[config.mk]
export PLATFORM = sky130hd
export DESIGN_NAME = jk_excitation_driver
export DESIGN_NICKNAME = d
export VERILOG_FILES = /design/src/rtl/jk_excitation_driver.sv
export SDC_FILE = /design/constraint.sdc
export NUM_CORES = 1
export LEC_CHECK = 0
export CORE_ASPECT_RATIO = 1.4
export CORE_MARGIN = 3
export CORE_UTILIZATION = 46
export CTS_CLUSTER_DIAMETER = 50
export DETAILED_ROUTE_END_ITERATION = 16
export HOLD_SLACK_MARGIN = 0.1
export PLACE_DENSITY_LB_ADDON = 0.25
export SYNTH_ARGS = -nofsm -noshare
export SYNTH_HDL_FRONTEND = slang
export SYNTH_SLANG_ARGS = --single-unit
[constraint.sdc]
create_clock -name clk -period 4.3 [get_ports clk]
set_input_delay 0.645 -clock clk [delete_from_list [all_inputs] [get_ports clk]]
set_output_delay 0.645 -clock clk [all_outputs]
set_load 0.02 [all_outputs]
[src/rtl/jk_excitation_driver.sv]
// Turns target state words into J/K controls for an external JK register bank,
// then reads the bank back one cycle after the update edge and tracks mismatches.
module jk_excitation_driver #(
    parameter int WIDTH   = 8,
    parameter bit DC_FILL = 1'b0,
    parameter int CNT_W   = 8
) (
    input  logic             clk,
    input  logic             clr,
    input  logic             in_valid,
    output logic             in_ready,
    input  logic [WIDTH-1:0] in_target,
    input  logic [WIDTH-1:0] q_obs,
    output logic [WIDTH-1:0] j_out,
    output logic [WIDTH-1:0] k_out,
    output logic             done,
    output logic             mismatch,
    output logic             err_sticky,
    input  logic             err_clr,
    output logic [CNT_W-1:0] err_count
);

    typedef enum logic [1:0] {
        IDLE  = 2'd0,
        DRIVE = 2'd1,
        CHECK = 2'd2
    } state_t;

    localparam logic [CNT_W-1:0] CNT_MAX = '1;

    state_t             state_reg, state_next;
    logic [WIDTH-1:0]   target_reg, target_next;
    logic [WIDTH-1:0]   j_reg, j_next;
    logic [WIDTH-1:0]   k_reg, k_next;
    logic               done_reg, done_next;
    logic               mismatch_reg, mismatch_next;
    logic               err_sticky_reg, err_sticky_next;
    logic [CNT_W-1:0]   err_count_reg, err_count_next;

    logic [WIDTH-1:0]   exc_j;
    logic [WIDTH-1:0]   exc_k;
    logic               mis_event;

    // Excitation table per bit; the don't-care side of each row takes DC_FILL.
    generate
        for (genvar gi = 0; gi < WIDTH; gi++) begin : g_exc
            assign exc_j[gi] = q_obs[gi] ? DC_FILL : in_target[gi];
            assign exc_k[gi] = q_obs[gi] ? ~in_target[gi] : DC_FILL;
        end
    endgenerate

    assign mis_event = (state_reg == CHECK) && (q_obs != target_reg);

    always_comb begin
        state_next    = state_reg;
        target_next   = target_reg;
        j_next        = '0;
        k_next        = '0;
        done_next     = 1'b0;
        mismatch_next = 1'b0;
        case (state_reg)
            IDLE: begin
                if (in_valid) begin
                    target_next = in_target;
                    j_next      = exc_j;
                    k_next      = exc_k;
                    state_next  = DRIVE;
                end
            end
            DRIVE: begin
                state_next = CHECK;
            end
            CHECK: begin
                done_next     = 1'b1;
                mismatch_next = mis_event;
                state_next    = IDLE;
            end
            default: begin
                state_next = IDLE;
            end
        endcase
    end

    // A clear in the same cycle as a mismatch leaves the error state empty.
    always_comb begin
        err_sticky_next = err_sticky_reg;
        err_count_next  = err_count_reg;
        if (err_clr) begin
            err_sticky_next = 1'b0;
            err_count_next  = '0;
        end else if (mis_event) begin
            err_sticky_next = 1'b1;
            if (err_count_reg != CNT_MAX) begin
                err_count_next = err_count_reg + 1'b1;
            end
        end
    end

    always_ff @(posedge clk) begin
        if (clr) begin
            state_reg      <= IDLE;
            target_reg     <= '0;
            j_reg          <= '0;
            k_reg          <= '0;
            done_reg       <= 1'b0;
            mismatch_reg   <= 1'b0;
            err_sticky_reg <= 1'b0;
            err_count_reg  <= '0;
        end else begin
            state_reg      <= state_next;
            target_reg     <= target_next;
            j_reg          <= j_next;
            k_reg          <= k_next;
            done_reg       <= done_next;
            mismatch_reg   <= mismatch_next;
            err_sticky_reg <= err_sticky_next;
            err_count_reg  <= err_count_next;
        end
    end

    assign in_ready   = (state_reg == IDLE);
    assign j_out      = j_reg;
    assign k_out      = k_reg;
    assign done       = done_reg;
    assign mismatch   = mismatch_reg;
    assign err_sticky = err_sticky_reg;
    assign err_count  = err_count_reg;

endmodule

==> summary.md <==
| Metric | Value |
|---|---|
| Outcome | finished, final reports clean |
| Switching power summed over all nets | around 0.14 mW |
| Warning count from the yosys run | 0 |
| Commonest cells after routing, fill and taps aside | clkdlybuf4s50_1, dfxtp_1, nand2_1 |
| Clock tree from TritonCTS | built |
| Place WS | between 1.5 and 2 ns |
| Via count | 1152 |
| Post-route setup TNS | 0 ns |
| Root buffer cell | clkbuf_4 |
| Final non-filler cell total | about 230 |
| Total chip power | ~0.63 mW |
| Clock network latency to the later pin of the worst-skew pair | ~0.33 ns |
| Vias per Instance | roughly 5.1 |
| Final max-slew violation count | 0 |
| CTS Sinks | 37 |
| Final worst path period need | 2.14 ns |
| Largest net degree at the start of global routing | 12 |
| Avg Inst Size Synth | 9.46 um^2 |
| Max Root-Sink Buffers | 2 |
| Fraction of layout cells with a size suffix above 1 | 6.77% |
| Die boundary height | 69.3 um |
| Post-synthesis cell area | 0.00132 mm^2 |
| Detailed-placement wirelength estimate | between 2 and 2.5 mm |
| Post-CTS setup buffer count | 0 |
| Clock buffer count from CTS | 5 |
| Violation count after the first detailed-routing iteration | 18 |
| DRC violation count after routing | 0 |
| Critical path class | primary input to flip-flop |
| Die Width | 51.2 um |
| Total grt overflow | 0 |
| Number of gates given a new drive strength after cts | 0 |
| Sequential cell area fraction in the yosys report | 56.3% |
| Cell Count Post-Placement | 220 |
| Boundary pin count | 48 |
| Most common cell after layout, fill and taps aside | clkdlybuf4s50_1 |
| Gate count after technology mapping | about 140 |
| DRT Pass-1 Iters | 4 |
| Initial cell density of the core | approximately 49% |
| Clock slew at reported path FFs | 0.11 ns |
| Worst min-delay path category | flip-flop to flip-flop |
| Power share of the combinational group | 10.8% |
| Area overhead of the layout relative to synthesis | 43.9% |
| Final Routed Wirelength | 2.99 mm |
| Worst-path cell with the longest stage delay | nor4_1 |
| Fin nets | between 200 and 250 |
| Family of cells with the greatest summed delay on the critical path | simple AND/OR/NAND/NOR gates |
| Total of hold buffers inserted after clock tree synthesis | 0 |
| Internal power | just under 0.5 mW |
| Area enclosed by the die boundary | approximately 0.0035 mm^2 |
| Setup repair after global routing missed its margin | false |
| P_leak | between 0.7 and 0.8 nW |
| Cell-by-cell trace of the critical path | clkdlybuf4s50_1, xor2_1, nor4_1, a21oi_1, nand3_1, mux2i_1 |
| Via count of the first global-routing pass | 1247 |
| First-pass GRT wire length | 5.19 mm |
| Portion of the clock cycle consumed by the worst path in the final layout | between 40% and 50% |
| Number of placement rows | 22 |
| FF+latch count, synth | 37 |
| CP Capture Type | flip-flop |
| Final weighted congestion of routability-driven global placement | 0.862 |
| Final hold vios | 0 |
| Required time at the worst-slack endpoint | roughly 4.6 ns |
| Diode insertion count for antenna repair | 0 |
| Worst path bufs/invs | 1 |
| Final setup viols | 0 |
| Worst clock skew | roughly 0.0077 ns |
| Initial antenna violation count | 0 |
| Max Freq | ~0.47 GHz |
| Largest incremental delay on the critical path | 0.51 ns |
| Largest vdd supply drop | approximately 0.24 mV |
| Power density over the cells | approximately 330 mW/mm^2 |
| Synth cell types | 31 |
| Number of buffer cells added on primary ports | 47 |
| Share of power burned in the clock network | roughly a third |
| Floorplan core area | around 0.0027 mm^2 |
| Worst Path Arrival | 2.40 ns |
| Portion of total power attributed to sequential cells | approximately 57% |
| Depth of the CTS H-tree | 2 |
| Slew of the pin with the lowest slew margin | ~0.64 ns |
| Antenna Violating Nets Remaining | 0 |
| Maximum fanout along the worst path | 5 |
| Final-layout fill cell count | roughly 210 |
| Setup WS post-layout | ~2.2 ns |
| Sort of element at the start of the critical path | primary input |
| Switching Share | 23.0% |
| Net count after synthesis | 160 |
| Max_slew headroom | 57.6% |
| Number of max-cap violations | 0 |
| Routed length per placed instance | around 13 um |
| Global-route usage over all layers | between 10% and 20% |
[power by group through the flow]
stage	logic [mW]	clock network [mW]	registers (mW)
2_1_floorplan	0.0241	0	0.371
3_3_place_gp	0.0670	0	0.366
3_5_place_dp	0.0687	0	0.366
4_1_cts	0.0689	0.207	0.358
5_1_grt	0.0742	0.221	0.360
6_report	0.0679	0.200	0.358
[worst reg2reg max path, cell delays in order (launching register included)]
cell and delay, ns:
dfxtp_1 0.37, ha_1 0.25, nand3_2 0.13, or3_4 0.16, nand4_1 0.17, or4_1 0.51
a21oi_1 0.14
[cells in the mapped netlist]
| cell type | count | share of area [%] |
|---|---|---|
| a2111oi_1 | 1 | 0.76 |
| dfxtp_1 | 37 | 56 |
| nor4_1 | 2 | 0.95 |
| xor2_1 | 8 | 5.3 |
| a21o_2 | 1 | 0.67 |
| buf_2 | 1 | 0.38 |
| or3_1 | 3 | 1.4 |
| o41ai_1 | 1 | 0.67 |
| mux2i_1 | 2 | 1.5 |
| nand4_1 | 1 | 0.48 |
| o21ai_0 | 3 | 1.1 |
| ha_1 | 1 | 0.95 |
| or2b_1 | 1 | 0.57 |
| or4_1 | 1 | 0.57 |
| nor3b_1 | 9 | 5.1 |
| o31ai_1 | 1 | 0.57 |
| or2_2 | 2 | 0.95 |
| a21oi_1 | 6 | 2.3 |
| a41o_1 | 1 | 0.76 |
| a31oi_1 | 1 | 0.48 |
| and3_1 | 1 | 0.48 |
| nand2b_1 | 1 | 0.48 |
| nand2_1 | 30 | 8.6 |
| nor2_1 | 16 | 4.6 |
| buf_1 | 1 | 0.29 |
| nand3_2 | 1 | 0.76 |
| o311ai_0 | 1 | 0.67 |
| nor3_1 | 1 | 0.38 |
| clkinv_1 | 1 | 0.29 |
| nand3_1 | 2 | 0.76 |
| or3_4 | 1 | 0.86 |
[kinds of logic after synthesis]
family | after synthesis | share of synthesized area (%)
buffers and inverters | 3 | 0.951
DFF | 37 | 56.3
muxes | 2 | 1.52
AOI/OAI and AO/OA | 16 | 7.99
and+or+nand+nor | 72 | 26.9
xor gates and xnor gates | 8 | 5.33
adders and majority gates | 1 | 0.951
[cell type report]
class	instances	area (um^2)	share of cell area (%)
clock buffers	7	65.1	3.44
clock inverters	1	5.00	0.265
inverters	1	3.75	0.198
multi-input cells	99	562	29.7
flip-flops and latches	37	741	39.2
well taps	36	45.0	2.38
repair buffers	47	470	24.9
[layer usage]
layer  share of wire, %  GRT usage [%]  up-vias
met5                  0              0        -
met4               0.67           7.49        0
met3                5.6           8.17        2
met2                 58           37.0       35
met1                 36           16.8      536
li1                   -              -      579
[final timing paths]
kind,startpoint,endpoint,slack (ns),depth (start not counted)
setup / recovery,q_obs[7],err_count[3],2.16,6
hold reg to reg,state_reg[1],state_reg[1],0.44,1
hold / removal,state_reg[1],state_reg[1],0.44,1
setup reg to reg,err_count[0],err_count[7],2.51,6
[per-stage QoR]
stage	hold WS, ns	util [%]	cell area [um^2]
floorplan	0.409	-	1320
global placement	0.423	68.2	1820
detailed placement	0.427	68.2	1820
CTS	0.442	70.9	1890
global route	0.466	70.9	1890
finish	0.439	70.9	1890
Note: power is estimated with default switching activity, not from simulation.
